**src/rtl/fir_pkg.sv**
```systemverilog
// Shared definitions for the serial FIR engine: FSM encoding, width helper
// and saturation bounds.
package fir_pkg;

    typedef enum logic [1:0] {
        ST_IDLE = 2'd0,
        ST_RUN  = 2'd1,
        ST_DONE = 2'd2
    } fir_state_e;

    // Number of bits needed to index 'value' distinct entries.
    function automatic int clog2_f(input int value);
        int r;
        r = 0;
        for (int i = 0; i < 31; i++) begin
            if ((32'sd1 <<< i) < value) begin
                r = i + 1;
            end
        end
        return r;
    endfunction

    function automatic longint sat_max_f(input int width);
        return (64'sd1 <<< (width - 1)) - 64'sd1;
    endfunction

    function automatic longint sat_min_f(input int width);
        return -(64'sd1 <<< (width - 1));
    endfunction

endpackage

```
**src/rtl/fir_delay_line.sv**
```systemverilog
// Sample history for the serial FIR: shift register with enable and an
// index-addressed read port feeding the multiplier.
module fir_delay_line
    import fir_pkg::*;
#(
    parameter int DATA_W = 8,
    parameter int TAPS   = 8,
    parameter int IDX_W  = clog2_f(TAPS)
) (
    input  logic              clk,
    input  logic              rst_n,
    input  logic              shift_en,
    input  logic [DATA_W-1:0] din,
    input  logic [IDX_W-1:0]  rd_idx,
    output logic [DATA_W-1:0] rd_data
);

    logic [DATA_W-1:0] x_q [TAPS];
    logic [DATA_W-1:0] x_d [TAPS];

    // Next history: newest sample enters at x[0], oldest falls off the end.
    always_comb begin
        x_d = x_q;
        if (shift_en) begin
            x_d[0] = din;
            for (int k = 1; k < TAPS; k++) begin
                x_d[k] = x_q[k-1];
            end
        end else begin
            x_d = x_q;
        end
    end

    // History registers.
    always_ff @(posedge clk or negedge rst_n) begin
        if (!rst_n) begin
            for (int k = 0; k < TAPS; k++) begin
                x_q[k] <= '0;
            end
        end else begin
            x_q <= x_d;
        end
    end

    // Read mux; an index past the last tap reads as zero.
    always_comb begin
        rd_data = '0;
        if (32'(rd_idx) < TAPS) begin
            rd_data = x_q[rd_idx];
        end else begin
            rd_data = '0;
        end
    end

endmodule

```
**src/rtl/fir_serial_mac.sv**
```systemverilog
// Time-multiplexed direct-form FIR: one signed MAC per clock over TAPS cycles,
// saturated result held under valid/ready until the consumer takes it.
module fir_serial_mac
    import fir_pkg::*;
#(
    parameter int DATA_W = 8,
    parameter int COEF_W = 8,
    parameter int TAPS   = 8,
    parameter int OUT_W  = 16,
    parameter int SHIFT  = 0
) (
    input  logic                       clk,
    input  logic                       rst_n,
    input  logic                       in_valid,
    output logic                       in_ready,
    input  logic [DATA_W-1:0]          in_data,
    output logic                       out_valid,
    input  logic                       out_ready,
    output logic [OUT_W-1:0]           out_data,
    input  logic                       coef_we,
    input  logic [clog2_f(TAPS)-1:0]   coef_addr,
    input  logic [COEF_W-1:0]          coef_wdata,
    output logic                       busy
);

    localparam int     IDX_W   = clog2_f(TAPS);
    localparam int     PROD_W  = DATA_W + COEF_W;
    localparam int     ACC_W   = PROD_W + IDX_W;
    localparam longint SAT_MAX = sat_max_f(OUT_W);
    localparam longint SAT_MIN = sat_min_f(OUT_W);

    fir_state_e               state_q, state_d;
    logic [IDX_W-1:0]         idx_q, idx_d;
    logic signed [ACC_W-1:0]  acc_q, acc_d;
    logic [COEF_W-1:0]        coef_q [TAPS];
    logic [COEF_W-1:0]        coef_d [TAPS];
    logic                     out_valid_q, out_valid_d;
    logic [OUT_W-1:0]         out_data_q, out_data_d;
    logic                     in_ready_q, in_ready_d;
    logic                     busy_q, busy_d;

    logic                     shift_en_s;
    logic                     coef_hit_s;
    logic [DATA_W-1:0]        x_rd_s;
    logic signed [PROD_W-1:0] prod_s;
    logic signed [ACC_W-1:0]  acc_sum_s;
    logic signed [ACC_W-1:0]  acc_shift_s;
    logic signed [63:0]       acc_wide_s;
    logic [OUT_W-1:0]         sat_s;

    fir_delay_line #(
        .DATA_W (DATA_W),
        .TAPS   (TAPS),
        .IDX_W  (IDX_W)
    ) u_delay_line (
        .clk      (clk),
        .rst_n    (rst_n),
        .shift_en (shift_en_s),
        .din      (in_data),
        .rd_idx   (idx_q),
        .rd_data  (x_rd_s)
    );

    // MAC datapath and output saturation; the accumulator is wide enough never to wrap.
    always_comb begin
        prod_s      = PROD_W'($signed(x_rd_s)) * PROD_W'($signed(coef_q[idx_q]));
        acc_sum_s   = acc_q + ACC_W'(prod_s);
        acc_shift_s = acc_sum_s >>> SHIFT;
        acc_wide_s  = 64'(acc_shift_s);
        if (acc_wide_s > SAT_MAX) begin
            sat_s = OUT_W'(SAT_MAX);
        end else if (acc_wide_s < SAT_MIN) begin
            sat_s = OUT_W'(SAT_MIN);
        end else begin
            sat_s = OUT_W'(acc_wide_s);
        end
    end

    // Coefficients only change while idle, so a running sum never sees a mixed set.
    always_comb begin
        coef_hit_s = coef_we && (state_q == ST_IDLE) && (32'(coef_addr) < TAPS);
        coef_d     = coef_q;
        if (coef_hit_s) begin
            coef_d[coef_addr] = coef_wdata;
        end else begin
            coef_d = coef_q;
        end
    end

    // FSM next state, MAC sequencing and output handshake.
    always_comb begin
        state_d     = state_q;
        idx_d       = idx_q;
        acc_d       = acc_q;
        out_valid_d = out_valid_q;
        out_data_d  = out_data_q;
        shift_en_s  = 1'b0;
        case (state_q)
            ST_IDLE: begin
                if (in_valid && in_ready_q) begin
                    shift_en_s = 1'b1;
                    acc_d      = '0;
                    idx_d      = '0;
                    state_d    = ST_RUN;
                end else begin
                    state_d = ST_IDLE;
                end
            end
            ST_RUN: begin
                acc_d = acc_sum_s;
                if (idx_q == IDX_W'(TAPS - 1)) begin
                    out_data_d  = sat_s;
                    out_valid_d = 1'b1;
                    state_d     = ST_DONE;
                end else begin
                    idx_d = idx_q + IDX_W'(1);
                end
            end
            ST_DONE: begin
                if (out_ready) begin
                    out_valid_d = 1'b0;
                    state_d     = ST_IDLE;
                end else begin
                    state_d = ST_DONE;
                end
            end
            default: begin
                out_valid_d = 1'b0;
                state_d     = ST_IDLE;
            end
        endcase
        in_ready_d = (state_d == ST_IDLE);
        busy_d     = (state_d != ST_IDLE);
    end

    // State, datapath and output registers.
    always_ff @(posedge clk or negedge rst_n) begin
        if (!rst_n) begin
            state_q     <= ST_IDLE;
            idx_q       <= '0;
            acc_q       <= '0;
            out_valid_q <= 1'b0;
            out_data_q  <= '0;
            in_ready_q  <= 1'b0;
            busy_q      <= 1'b0;
            for (int k = 0; k < TAPS; k++) begin
                coef_q[k] <= '0;
            end
        end else begin
            state_q     <= state_d;
            idx_q       <= idx_d;
            acc_q       <= acc_d;
            out_valid_q <= out_valid_d;
            out_data_q  <= out_data_d;
            in_ready_q  <= in_ready_d;
            busy_q      <= busy_d;
            coef_q      <= coef_d;
        end
    end

    assign in_ready  = in_ready_q;
    assign out_valid = out_valid_q;
    assign out_data  = out_data_q;
    assign busy      = busy_q;

endmodule
```
**config.mk**
```make
export PLATFORM = sky130hd
export DESIGN_NAME = fir_serial_mac
export DESIGN_NICKNAME = d
export VERILOG_FILES = /design/src/rtl/fir_pkg.sv /design/src/rtl/fir_delay_line.sv /design/src/rtl/fir_serial_mac.sv
export SDC_FILE = /design/constraint.sdc
export NUM_CORES = 1
export LEC_CHECK = 0
export ABC_AREA = 1
export CORE_MARGIN = 2
export CORE_UTILIZATION = 56
export CTS_CLUSTER_DIAMETER = 200
export DETAILED_ROUTE_END_ITERATION = 8
export PLACE_DENSITY = 0.78
export SLEW_MARGIN = 20
export SYNTH_ARGS = -nofsm -noshare
export SYNTH_HDL_FRONTEND = slang
export SYNTH_SLANG_ARGS = --single-unit
```
**constraint.sdc**
```tcl
create_clock -name clk -period 6.2 [get_ports clk]
set_input_delay 1.86 -clock clk [delete_from_list [all_inputs] [get_ports clk]]
set_output_delay 1.86 -clock clk [all_outputs]
set_load 0.005 [all_outputs]
```
# ---- Yosys cells after proc, flatten, opt, wreduce, memory -nomap -nowiden
# Cells that the tools add are included.
dict set report classes {
  n_addsub 2
  mul 1
  order_cmp 5
  eq_ne 7
  muxes 25
  bitwise_logic 3
  n_reduce_logical 11
}
# cell n
set ops {}
lappend ops {{64-bit bitwise mux} 1}
lappend ops {{8-bit binary-select mux with 3-bit select} 2}
lappend ops {{8-bit 2-to-1 mux} 5}
lappend ops {{19-bit case mux with 2 select lines} 1}
lappend ops {{16-bit 2-to-1 mux} 2}
lappend ops {{8-bit demux with 3-bit select} 1}
lappend ops {{19-bit by 16-bit adder with 19-bit output} 1}
lappend ops {{19-bit by 16-bit greater-than comparator with 1-bit output (second input constant)} 1}
lappend ops {{19-bit by 16-bit < comparator with 1-bit output (second input constant)} 1}
lappend ops {{19-bit 2-to-1 mux} 1}
lappend ops {{8-bit by 8-bit multiplier with 16-bit output} 1}
lappend ops {{4-bit greater-or-equal comparator (second input constant)} 2}
lappend ops {{3-bit inverter with 4-bit output} 2}
lappend ops {{3-bit 2-to-1 mux} 2}
lappend ops {{2-bit inequality test (second input constant)} 3}
lappend ops {{2-bit case mux with 3 select lines} 1}
lappend ops {{3-bit case mux with 2 select lines} 1}
lappend ops {{3-bit AND reduction} 2}
lappend ops {{1-bit 2-to-1 mux} 5}
lappend ops {{2-bit zero test} 2}
lappend ops {{4-bit by 1-bit < comparator with 1-bit output (second input constant)} 1}
lappend ops {{2-bit 2-to-1 mux} 2}
lappend ops {{2-bit AND reduction} 2}
lappend ops {{2-bit nonzero test} 2}
lappend ops {{8 further kinds} 10}
dict set report word_totals {
  register_bits 171
  inputBits 24
  output_inout_bits 19
  word_cells 77
}

# ---- Depth between registers and ports, before layout
dict set report depth {
  word_depth 9
  mapped_depth 33
  ltp_nobuf 32
}

# ---- By module
# A second synthesis with hierarchy kept.
dict set report hier_totals {
  hier_cells 1419
  hier_area_um2 11504.8
}
# module n_inst cells_each area_each_um2 seq_area_each_um2
set modules_own_cells {}
lappend modules_own_cells {fir_serial_mac 1 999 8324.2 2677.6}
lappend modules_own_cells {fir_delay_line 1 420 3180.6 1601.5}

# ---- Worst setup path after synthesis
# No wires, ideal clock.
dict set report synth_path {
  path_kind {flip-flop to flip-flop}
  from {register idx_q[0]}
  to {register out_data_q[10] (netlist: out_data[10])}
  setup_time_ps 132
  t_arrival_ps 5956
  required_ps 6068
  slack_ps 112
  stages_incl_launch_ff 29
  n_path_buf 3
  period_less_slack_ps 6088
  path_cell_list {dfrtp_1 buf_6 inv_2 buf_6 buf_4 nor2_1 o21ai_0 inv_1 o21ai_2 inv_1 nor2_1 fa_1 inv_1 fa_1 fa_1 fa_1 inv_1 ha_1 ha_1 nand2_1 inv_1 nand2_1 nand2_1 a21oi_2 nand3_1 nand2_2 nand3_2 a21oi_4 a21oi_1}
}
dict set report synth_between {
  elab_chain_len 9
  word_cells_on_any_way 15
  classes_between {1 x add/sub; 1 x mul; 2 x order compare; 1 x eq/ne; 8 x mux; 1 x bitwise; 1 x reduce/logical}
}
# item line
set synth_rtl {}
lappend synth_rtl {{start, declared} fir_serial_mac.sv:33} ;# logic [IDX_W-1:0] idx_q, idx_d;
lappend synth_rtl {{start signal, assigned} fir_serial_mac.sv:151} ;# idx_q <= idx_d;
lappend synth_rtl {{3-bit inverter with 4-bit output (not written as such)} {fir_delay_line.sv:49, fir_serial_mac.sv:66}}
lappend synth_rtl {{8-bit binary-select mux with 3-bit select, on equally long branches} {fir_delay_line.sv:49, fir_serial_mac.sv:66}}
lappend synth_rtl {{8-bit 2-to-1 mux, on equally long branches (2 in a row)} {fir_delay_line.sv:49, fir_serial_mac.sv:66}}
lappend synth_rtl {{8-bit by 8-bit multiplier with 16-bit output} fir_serial_mac.sv:66} ;# prod_s = PROD_W'($signed(x_rd_s)) * PROD_W'($signed(coef_q[idx_q]));
lappend synth_rtl {{19-bit by 16-bit adder with 19-bit output} fir_serial_mac.sv:67} ;# acc_sum_s = acc_q + ACC_W'(prod_s);
lappend synth_rtl {{19-bit by 16-bit < comparator with 1-bit output} fir_serial_mac.sv:72} ;# end else if (acc_wide_s < SAT_MIN) begin
lappend synth_rtl {{16-bit 2-to-1 mux} fir_serial_mac.sv:72}
lappend synth_rtl {{16-bit 2-to-1 mux} fir_serial_mac.sv:70} ;# if (acc_wide_s > SAT_MAX) begin
lappend synth_rtl {{end signal, assigned} fir_serial_mac.sv:154} ;# out_data_q <= out_data_d;
lappend synth_rtl {{end, declared} fir_serial_mac.sv:38} ;# logic [OUT_W-1:0] out_data_q, out_data_d;
# Several ways; a longest one is shown, not always the timed one. The select of a mux whose other input is x is not followed.
# A chain may end at the register's enable or synchronous reset.

# ---- Worst setup path in the final report
dict set report layout_path {
  from {register idx_q[2]}
  to {register out_data_q[11] (netlist: out_data[11])}
}
# The elaborated chain is that of the path after synthesis.

==> run metrics <==
endpoints failing setup=0; # rows=52; fin area=13220 um2; Num CTS Buffers=17; gr ovfl total=0; Final Hold Fails=0; dpl hpwl=19380 um; vias in the first global route=9224; Hold Path Class=flop to flop; startpoint types=flop; layout cells sized above 1=10.71%; post-DR wirelength/cell=16.68 um; Top Ports=43; Crit. End Element=flop; pre-CTS WS=63.67 ps; drt total wl=28790 um; time the worst path needs with I/O delays and setup=5987 ps; largest net degree at the start of global routing=91; fin. max-slew vios=0; drt pass-1 iters=6; crit-path cells=clkinvlp_2, nand2_1, o21ai_1, inv_2, nor2_1, inv_1, fa_2, fa_1, inv_1, fa_1, fa_1, ha_1, ha_2, nand2_1, nor2_2, nand3_1, nand3_1, nand2_1, nand2_2, nand3_4, a21oi_4, a21oi_1; via/cell ratio=5.402; Crit path largest cell delay=640 ps; Arr. time, crit path=6300 ps; Slowest-stage cell, CP=fa_1; CTS Root Cell=clkbuf_16; Yosys reg bits=171; Yosys Warn Count=0; GPL Wtd Cong=0.9229; worst r2r dst=out_data[11]; Layout fillers=1619; crit-path max FO=10; Buf/Inv on CP=4; final net count=1598; Highest Signal Layer=met4; Reg2Reg Depth=22; insertion delay to the later sink of the worst-skew pair=440 ps; max cap viols=0; initial antenna violation count=0; WHS=480.8 ps; wire length on met2=13890 um; upper clock frequency limit=0.1670 GHz; CTS hold repair buffers=0; CTS H-tree depth=4; Slew @ Worst Pin=1078 ps; R2R Setup Slk=210 ps; Clock Path Buffers=2; crit share post-route=96.56%; Cells after Synth=1385; Reg clk slew, reported paths=70 ps; syn nets=1539; Mapped Area=11380 um2; R2R Path Start=idx_q[2]; Metal-1 WL=12210 um; critical path startpoint=idx_q[2]; Slew headroom=27.90%; setup TNS=0 ps; Crit Path Class=flop to flop; first-pass GRT wire length=45610 um; initial DRC count=737; routed wl met3=1826 um; Total GRT Usage=26.69%; core footprint=20100 um2; Yosys cell types=37; Clock Sinks=171; status=finished, final reports clean; clk_skew=15.56 ps; chip height=146.5 um; ANT cells=0; drt drc=0; final worst slack=213.3 ps; CTS tree=yes; ANT nets after route=0; via count=9324; Seq/Total Area, Yosys=37.62%; syn_area_per_cell=8.214 um2; width of the die=146.5 um; placed inst area=12180 um2; area grow syn2layout=16.20%; Worst Setup EP=out_data[11]; die area=21470 um2; Worst path depth=22; cell family with most CP delay=adder cells; Initial Util=56.58%; Port Buffers=42; data required time of the worst path=6520 ps
-- worst min path at each step --
| stage | from | cells after the start | endpoint | slack [ps] |
|---|---|---|---|---|
| 3_5_place_dp | out_data[1] | 2 | out_data[1] | 470 |
| 6_report | out_data[1] | 2 | out_data[1] | 480 |
| 4_1_cts | coef_q[46] | 2 | coef_q[46] | 480 |
| 2_1_floorplan | coef_q[10] | 2 | coef_q[10] | 450 |
| 3_3_place_gp | coef_q[28] | 2 | coef_q[28] | 460 |
| 5_1_grt | out_data[1] | 2 | out_data[1] | 500 |
-- repair_timing --
item	CTS	global route
gates cloned	0	6
setup endpoints to repair	7	19
resized for setup	1	50
buffers inserted	0	11
pin swaps	0	15
-- logic make-up (layout without fill, tap and decap cells) --
| kind of cell | after synthesis | after routing | share of synthesized area [%] |
|---|---|---|---|
| buf+inv | 301 | 371 | 10.39 |
| xor+xnor | 9 | 9 | 0.6930 |
| flops | 171 | 171 | 37.62 |
| simple gates | 471 | 471 | 17.16 |
| compound gates | 303 | 304 | 14.30 |
| fa+ha+maj | 130 | 130 | 19.84 |
-- cells in the mapped netlist --
library cell	count	area share, %
a21oi_1	62	2.7
a21oi_2	2	0.15
buf_1	4	0.13
o21ai_1	8	0.35
a21oi_4	2	0.29
buf_4	5	0.33
nand3b_1	1	0.066
o21ai_0	197	8.7
inv_2	4	0.13
buf_2	15	0.66
nand2_2	8	0.44
o21ai_2	8	0.62
o21bai_1	1	0.066
a22o_1	7	0.54
clkbuf_1	23	0.76
xnor2_1	3	0.23
fa_1	84	15
o22ai_1	15	0.82
buf_6	2	0.20
nor3_2	2	0.18
ha_1	46	5.1
nor3_1	2	0.088
nor3_4	1	0.14
clkinv_1	1	0.033
xor2_1	6	0.46
nor3b_4	1	0.16
dfrtp_1	171	38
nand2_4	1	0.099
nor2_1	89	2.9
o21a_1	1	0.066
nand3_2	4	0.35
nand4_1	10	0.55
nor2_2	4	0.22
nand2_1	318	10
nand3_1	20	0.88
or2_2	10	0.55
inv_1	247	8.2
-- cells in the final DEF (no fill, tap or decap), drive strengths merged, types with 6 or more instances in the layout --
cell / n
clkdlybuf4s50: 41
dfrtp: 171
fa: 84
inv: 256
nand3: 24
buf: 42
nor2: 93
a22o: 7
ha: 46
nand4: 10
a21oi: 67
o21ai: 213
clkbuf: 21
xor2: 6
o22ai: 15
or2: 10
nand2: 327
-- through the flow --
step / util, % / std cells
floorplan: - / 1385
global placement: 60.56 / 1678
detailed placement: 60.56 / 1678
CTS: 63.72 / 1709
global route: 65.75 / 1726
finish: 65.75 / 1726
-- layer usage --
layer | vias to the layer above | track usage, %
li1 | 4432 | -
met1 | 4508 | 36.28
met2 | 311 | 43.47
met3 | 73 | 3.906
met4 | 0 | 10.92
met5 | - | 0
-- worst register-to-register path: stages, from the launching register on --
cell and delay [ps]:
dfrtp_1 470, clkinvlp_2 520, nand2_1 220, o21ai_1 140
inv_2 200, nor2_1 80, inv_1 80, fa_2 500
fa_1 640, inv_1 120, fa_1 480, fa_1 520
ha_1 330, ha_2 400, nand2_1 130, nor2_2 140
nand3_1 120, nand3_1 110, nand2_1 80, nand2_2 100
nand3_4 140, a21oi_4 250, a21oi_1 100
-- state kept, by name (all words and copies together) (netlist names) --
name and cells:
busy 1, coef_q 64, u_delay_line.x_q 64, acc_q 19
out_valid 1, out_data 16, idx_q 3, state_q 2
in_ready 1
-- layout make-up --
type                    count  area [um2]  share of cell area, %
clock inverters            14       209.0                  1.581
repair inverters            1       5.005                0.03786
clock buffers              17       425.4                  3.218
flip-flops and latches    171        4280                  32.38
repair buffers             87       877.1                  6.635
inverters                 252       952.2                  7.203
multi-input cells         914        6132                  46.39
well taps                 270       337.8                  2.556
Power is not shown: default switching activity piles up to over one toggle a cycle in this logic, so the estimate is an artifact.
